$ cat src/rtl/bcd_char_serializer.sv
// Serializes a latched packed-BCD value into a fixed-length ASCII character frame
// (MSD first, optional decimal point, leading-zero blanking) over valid/ready.
module bcd_char_serializer #(
    parameter int          NUM_DIGITS    = 5,
    parameter int          DP_POS        = 1,
    parameter bit          LEADING_BLANK = 1'b1,
    parameter logic [7:0]  BLANK_CHAR    = 8'h20,
    parameter logic [7:0]  DP_CHAR       = 8'h2E,
    parameter logic [7:0]  ERR_CHAR      = 8'h3F
) (
    input  logic                    clk,
    input  logic                    reset,
    input  logic                    load,
    input  logic [4*NUM_DIGITS-1:0] bcd_in,
    output logic                    busy,
    output logic                    char_valid,
    input  logic                    char_ready,
    output logic [7:0]              char_data,
    output logic                    char_last,
    output logic                    overrun,
    output logic                    digit_error
);

    localparam int FRAME_LEN = NUM_DIGITS + ((DP_POS > 0) ? 1 : 0);
    localparam int IDX_W     = $clog2(FRAME_LEN + 1);
    localparam logic [IDX_W-1:0] LAST_IDX = IDX_W'(FRAME_LEN - 1);

    typedef enum logic [0:0] {ST_IDLE = 1'b0, ST_EMIT = 1'b1} state_t;

    // Character at frame position pos; the point sits between digit DP_POS and DP_POS-1.
    function automatic logic [7:0] char_at(input logic [4*NUM_DIGITS-1:0] v,
                                           input logic [IDX_W-1:0]        pos);
        int         p;
        int         d;
        logic       lead_zero;
        logic [3:0] nib;
        logic [7:0] c;
        p         = int'(pos);
        d         = 0;
        lead_zero = 1'b1;
        nib       = 4'd0;
        if ((DP_POS > 0) && (p == NUM_DIGITS - DP_POS)) begin
            c = DP_CHAR;
        end else begin
            d   = ((DP_POS > 0) && (p > NUM_DIGITS - DP_POS)) ? (NUM_DIGITS - p) : (NUM_DIGITS - 1 - p);
            nib = v[4*d +: 4];
            for (int k = 0; k < NUM_DIGITS; k++) begin
                if ((k > d) && (v[4*k +: 4] != 4'd0)) begin
                    lead_zero = 1'b0;
                end else begin
                    lead_zero = lead_zero;
                end
            end
            // Digits at or right of DP_POS (and the LSD when there is no point) always print.
            if (nib > 4'd9) begin
                c = ERR_CHAR;
            end else if ((LEADING_BLANK == 1'b1) && lead_zero && (nib == 4'd0) && (d > DP_POS)) begin
                c = BLANK_CHAR;
            end else begin
                c = 8'h30 + {4'd0, nib};
            end
        end
        return c;
    endfunction

    function automatic logic has_bad_nibble(input logic [4*NUM_DIGITS-1:0] v);
        logic bad;
        bad = 1'b0;
        for (int k = 0; k < NUM_DIGITS; k++) begin
            if (v[4*k +: 4] > 4'd9) begin
                bad = 1'b1;
            end else begin
                bad = bad;
            end
        end
        return bad;
    endfunction

    state_t                  state_q, state_d;
    logic [4*NUM_DIGITS-1:0] bcd_q, bcd_d;
    logic [IDX_W-1:0]        idx_q, idx_d;
    logic                    busy_q, busy_d;
    logic                    char_valid_q, char_valid_d;
    logic [7:0]              char_data_q, char_data_d;
    logic                    char_last_q, char_last_d;
    logic                    overrun_q, overrun_d;
    logic                    digit_error_q, digit_error_d;
    logic [IDX_W-1:0]        idx_inc_s;

    assign idx_inc_s = idx_q + IDX_W'(1);

    // Next-state and next-output computation for the IDLE/EMIT controller.
    always_comb begin
        state_d       = state_q;
        bcd_d         = bcd_q;
        idx_d         = idx_q;
        busy_d        = busy_q;
        char_valid_d  = char_valid_q;
        char_data_d   = char_data_q;
        char_last_d   = char_last_q;
        overrun_d     = 1'b0;
        digit_error_d = digit_error_q;
        case (state_q)
            ST_IDLE: begin
                if (load) begin
                    state_d       = ST_EMIT;
                    bcd_d         = bcd_in;
                    idx_d         = {IDX_W{1'b0}};
                    busy_d        = 1'b1;
                    char_valid_d  = 1'b1;
                    char_data_d   = char_at(bcd_in, {IDX_W{1'b0}});
                    char_last_d   = (LAST_IDX == {IDX_W{1'b0}});
                    digit_error_d = has_bad_nibble(bcd_in);
                end else begin
                    state_d = ST_IDLE;
                end
            end
            ST_EMIT: begin
                overrun_d = load;
                if (char_valid_q && char_ready) begin
                    if (char_last_q) begin
                        state_d      = ST_IDLE;
                        busy_d       = 1'b0;
                        char_valid_d = 1'b0;
                        char_last_d  = 1'b0;
                    end else begin
                        idx_d       = idx_inc_s;
                        char_data_d = char_at(bcd_q, idx_inc_s);
                        char_last_d = (idx_inc_s == LAST_IDX);
                    end
                end else begin
                    state_d = ST_EMIT;
                end
            end
            default: begin
                state_d      = ST_IDLE;
                busy_d       = 1'b0;
                char_valid_d = 1'b0;
                char_last_d  = 1'b0;
            end
        endcase
    end

    // State and output registers with asynchronous reset.
    always_ff @(posedge clk or posedge reset) begin
        if (reset) begin
            state_q       <= ST_IDLE;
            bcd_q         <= '0;
            idx_q         <= '0;
            busy_q        <= 1'b0;
            char_valid_q  <= 1'b0;
            char_data_q   <= 8'h00;
            char_last_q   <= 1'b0;
            overrun_q     <= 1'b0;
            digit_error_q <= 1'b0;
        end else begin
            state_q       <= state_d;
            bcd_q         <= bcd_d;
            idx_q         <= idx_d;
            busy_q        <= busy_d;
            char_valid_q  <= char_valid_d;
            char_data_q   <= char_data_d;
            char_last_q   <= char_last_d;
            overrun_q     <= overrun_d;
            digit_error_q <= digit_error_d;
        end
    end

    assign busy        = busy_q;
    assign char_valid  = char_valid_q;
    assign char_data   = char_data_q;
    assign char_last   = char_last_q;
    assign overrun     = overrun_q;
    assign digit_error = digit_error_q;

endmodule

$ cat config.mk
export PLATFORM = sky130hd
export DESIGN_NAME = bcd_char_serializer
export DESIGN_NICKNAME = d
export VERILOG_FILES = /design/src/rtl/bcd_char_serializer.sv
export SDC_FILE = /design/constraint.sdc
export NUM_CORES = 1
export LEC_CHECK = 0
export CORE_ASPECT_RATIO = 0.5
export CORE_UTILIZATION = 52
export CTS_CLUSTER_SIZE = 8
export DETAILED_ROUTE_END_ITERATION = 10
export MAX_ROUTING_LAYER = met4
export PLACE_DENSITY = 0.82
export SLEW_MARGIN = 25
export SYNTH_ARGS = -nofsm -noshare
export SYNTH_HDL_FRONTEND = slang
export SYNTH_SLANG_ARGS = --single-unit
$ cat constraint.sdc
create_clock -name clk -period 3.9 [get_ports clk]
set_clock_uncertainty 0.15 [all_clocks]
set_input_delay 0.585 -clock clk [delete_from_list [all_inputs] [get_ports clk]]
set_output_delay 0.585 -clock clk [all_outputs]
set_load 0.01 [all_outputs]
==> impl_metrics.prom <==
# TYPE chip_impl_metric gauge
chip_impl_info{name="status",value="finished clean"} 1
chip_impl_metric{name="synth_area",unit="µm²"} 2000
chip_impl_metric{name="fin_setup_tns",unit="ns"} 0
chip_impl_metric{name="post-route-util",unit="%"} 69.8
chip_impl_metric{name="place.gp.congestion",unit=""} 0.921
chip_impl_metric{name="start_util",unit="%"} 56.5
chip_impl_metric{name="cp_data_required_time",unit="ns"} 3.92
chip_impl_metric{name="timing.max_cap.violations",unit=""} 0
chip_impl_metric{name="wire_length_per_cell_after_detailed_routing",unit="µm"} 14.3
chip_impl_metric{name="placement_rows",unit=""} 15
chip_impl_info{name="rsz0062_at_grt",value="no"} 1
chip_impl_metric{name="layout_min_cycle_time",unit="ns"} 3.13
chip_impl_metric{name="gr-usage-all-layers",unit="%"} 24.7
chip_impl_metric{name="hold_viol_final",unit=""} 0
chip_impl_metric{name="overflow",unit=""} 0
chip_impl_metric{name="drt.antenna.violating_nets",unit=""} 0
chip_impl_info{name="cts_root_buffer",value="clkbuf_8"} 1
chip_impl_metric{name="setup_viol_count_final",unit=""} 0
chip_impl_metric{name="sw_frac_of_total",unit="%"} 43.1
chip_impl_metric{name="cts_resized",unit=""} 0
chip_impl_metric{name="postSynthRegisterBits",unit=""} 34
chip_impl_metric{name="vias_in_the_first_global_route",unit=""} 1602
chip_impl_metric{name="numCtsBuffers",unit=""} 5
chip_impl_metric{name="drt_pass1_iterations",unit=""} 4
chip_impl_metric{name="io-pin-count",unit=""} 37
chip_impl_metric{name="achievable-frequency",unit="MHz"} 319
chip_impl_metric{name="p_leak",unit="nW"} 1.12
chip_impl_metric{name="power_frac_comb",unit="%"} 56.3
chip_impl_metric{name="grt_max_degree",unit=""} 35
chip_impl_metric{name="syn_inst",unit=""} 229
chip_impl_metric{name="synthesis.yosys.warnings",unit=""} 0
chip_impl_info{name="cp-startpoint",value="idx_q[0]$_DFFE_PP0P_"} 1
chip_impl_metric{name="clock_insertion_delay_worst_skew",unit="ns"} 0.29
chip_impl_metric{name="synth_enable_flop_cells",unit=""} 0
chip_impl_info{name="ys_dominant_reg_cell",value="dfrtp_1"} 1
chip_impl_info{name="worstReg2RegStart",value="idx_q[0]$_DFFE_PP0P_"} 1
chip_impl_metric{name="route.detailed.vias_per_inst",unit=""} 5.46
chip_impl_metric{name="violation_count_after_the_first_detailed_route_iteration",unit=""} 61
chip_impl_metric{name="max_slew_vio_count",unit=""} 0
chip_impl_metric{name="clk_path_buf_depth",unit=""} 2
chip_impl_metric{name="coreArea",unit="µm²"} 3550
chip_impl_info{name="synth.area.top_cells",value="dfrtp_1, nand2_1, ha_1"} 1
chip_impl_metric{name="synth_seq_area_share",unit="%"} 42.5
chip_impl_metric{name="global_route_wire_length_before_repair",unit="µm"} 7510
chip_impl_metric{name="tritoncts_sink_count",unit=""} 34
chip_impl_metric{name="postRouteWirelength",unit="µm"} 4490
chip_impl_metric{name="whs",unit="ns"} 0.320
chip_impl_metric{name="placed_cells_incl_taps",unit=""} 306
chip_impl_metric{name="power_frac_seq",unit="%"} 29.1
chip_impl_metric{name="synth_area_per_inst",unit="µm²"} 8.75
chip_impl_metric{name="detailroute.via_count",unit=""} 1714
chip_impl_metric{name="crit_arrival",unit="ns"} 3.16
chip_impl_info{name="timing.setup.critical_path_class",value="register to register"} 1
chip_impl_info{name="cts_tree",value="done"} 1
chip_impl_metric{name="timing.final.ws_setup",unit="ns"} 0.765
chip_impl_metric{name="peak_supply_drop",unit="mV"} 0.333
chip_impl_metric{name="port_buffers",unit=""} 34
chip_impl_metric{name="final.period_utilization",unit="%"} 80.4
chip_impl_metric{name="proportion_of_register_bits_with_asynchronous_set_or_reset_after_synthesis",unit="%"} 100
chip_impl_info{name="cp-end-kind",value="register"} 1
chip_impl_metric{name="max_slew_margin",unit="%"} 58.0
chip_impl_metric{name="final_cells",unit=""} 314
chip_impl_metric{name="worst_slew_pin_slew",unit="ns"} 0.631
chip_impl_metric{name="clockPowerShare",unit="%"} 14.6
chip_impl_metric{name="switching_power",unit="mW"} 0.941
chip_impl_metric{name="htree_levels",unit=""} 2
chip_impl_metric{name="postCtsHoldBufs",unit=""} 0
chip_impl_metric{name="design.final.nets",unit=""} 292
chip_impl_metric{name="antenna_found_initial",unit=""} 0
chip_impl_metric{name="worstPathMaxFanout",unit=""} 17
chip_impl_metric{name="internal_cell_power",unit="mW"} 1.24
chip_impl_metric{name="post_route_cells_drive_above_1_share",unit="%"} 8.37
chip_impl_info{name="cp-start-kind",value="register"} 1
chip_impl_metric{name="synthDistinctLibCells",unit=""} 52
chip_impl_info{name="worstHoldPathType",value="register to register"} 1
chip_impl_metric{name="chipWidth",unit="µm"} 89.8
chip_impl_metric{name="power_density_over_cell_area",unit="nW/µm²"} 882
chip_impl_metric{name="drc_errors",unit=""} 0
chip_impl_metric{name="layout-area-overhead-vs-synth",unit="%"} 23.7
chip_impl_info{name="synth_area_leader_cell",value="dfrtp_1"} 1
chip_impl_metric{name="die_height",unit="µm"} 45.9
chip_impl_metric{name="clk_transition_reported_paths",unit="ns"} 0.07
chip_impl_metric{name="placement.setup.worst_slack",unit="ns"} 0.822
chip_impl_metric{name="hpwlAfterDp",unit="µm"} 3260
chip_impl_metric{name="post-cts-setup-buffers",unit=""} 0
chip_impl_info{name="timing.hold.worst.start",value="digit_error$_DFFE_PP0P_"} 1
chip_impl_metric{name="yosysTopAreaCellShare",unit="%"} 42.5
chip_impl_metric{name="antennaDiodeCount",unit=""} 0
chip_impl_metric{name="fp.dieArea",unit="µm²"} 4120
power by group through the flow:
| stage | Sequential (mW) | Clock (mW) | Combinational [mW] |
|---|---|---|---|
| 2_1_floorplan | 0.622 | 0 | 0.906 |
| 3_3_place_gp | 0.636 | 0 | 1.18 |
| 3_5_place_dp | 0.642 | 0 | 1.21 |
| 4_1_cts | 0.637 | 0.319 | 1.23 |
| 5_1_grt | 0.658 | 0.337 | 1.36 |
| 6_report | 0.636 | 0.318 | 1.23 |
per-stage QoR:
stage | power (mW) | instance area (µm²)
detailed placement | 1.85 | 2370
floorplan | 1.53 | 2010
CTS | 2.19 | 2480
finish | 2.19 | 2480
global placement | 1.81 | 2370
global route | 2.36 | 2480
state kept, by name (all words and copies together), names as in the netlist:
| name | count |
|---|---|
| bcd_q | 20 |
| idx_q | 3 |
| state_q | 1 |
| digit_error | 1 |
| char_data | 6 |
| overrun | 1 |
| char_last | 1 |
| char_valid | 1 |
layout make-up:
| type | instances | area [µm²] |
|---|---|---|
| Clock inverter | 3 | 40.0 |
| Clock buffer | 5 | 68.8 |
| Multi-Input combinational cell | 174 | 1040 |
| Tap cell | 51 | 63.8 |
| Timing Repair Buffer | 40 | 385 |
| Fill cell | 295 | 1070 |
| Inverter | 7 | 26.3 |
| Sequential cell | 34 | 851 |
per-layer routing:
layer | routed length, µm | part of all wire (%) | GRT usage, %
met2 | 2010 | 45 | 39.8
met5 | 0 | 0 | -
met1 | 2070 | 46 | 31.5
met4 | 47 | 1.0 | 7.54
met3 | 367 | 8.2 | 6.00
worst paths after layout:
| path | to | slack, ns | depth (start not counted) |
|---|---|---|---|
| max | char_data[4]$_DFFE_PP0P_ | 0.77 | 9 |
| min | digit_error$_DFFE_PP0P_ | 0.32 | 2 |
| max reg2reg | char_data[4]$_DFFE_PP0P_ | 0.77 | 9 |
| min reg2reg | digit_error$_DFFE_PP0P_ | 0.32 | 2 |
| max in group asynchronous | bcd_q[10]$_DFFE_PP0P_ | 2.75 | 3 |
| min in group asynchronous | overrun$_DFF_PP0_ | 0.55 | 3 |
cells in the mapped netlist (2+ instances only):
| master | instances |
|---|---|
| nand3_1 | 5 |
| nor2_1 | 11 |
| mux2_1 | 3 |
| buf_6 | 2 |
| dfrtp_1 | 34 |
| a21o_1 | 2 |
| buf_2 | 4 |
| ha_1 | 6 |
| mux2i_1 | 7 |
| a211oi_1 | 2 |
| o31ai_1 | 2 |
| o21ai_0 | 14 |
| nand2b_1 | 4 |
| inv_1 | 7 |
| and2_1 | 2 |
| o211ai_1 | 2 |
| nand2_1 | 68 |
| or4_1 | 2 |
| buf_4 | 3 |
| clkbuf_1 | 6 |
| nor4_1 | 3 |
| a21oi_1 | 10 |
critical path: stages, from the launching register on:
cell and delay, ns:
dfrtp_1 0.39, ha_1 0.22, inv_1 0.08, ha_1 0.56
xor2_1 0.25, a221o_1 0.41, nor2_1 0.12, nor4_2 0.10
or4_1 0.50, o221a_1 0.23
logic make-up (layout without fill, tap and decap cells):
logic type	after synthesis	count (layout)	synth area share, %
other	1	2	0.187
flip-flops	34	34	42.5
AO/OA/AOI/OAI	46	46	15.9
adder cells (fa/ha/maj)	7	7	4.25
AND/OR/NAND/NOR	107	107	24.7
XOR/XNOR	1	1	0.437
multiplexers	11	11	6.31
buffers and inverters	22	55	5.68
placed cells by master, fill, tap and decap left out, types with 3 or more instances in the layout:
cell type and n:
nor4_1 3, clkbuf_8 5, mux2i_1 7, nand2_1 68
a21oi_1 10, ha_1 6, mux2_1 3, nand2b_1 4
clkdlybuf4s50_1 34, inv_1 7, nand3_1 5, nor2_1 11
o21ai_0 14, dfrtp_1 34, buf_4 6
Note: power is estimated with default switching activity, not from simulation.
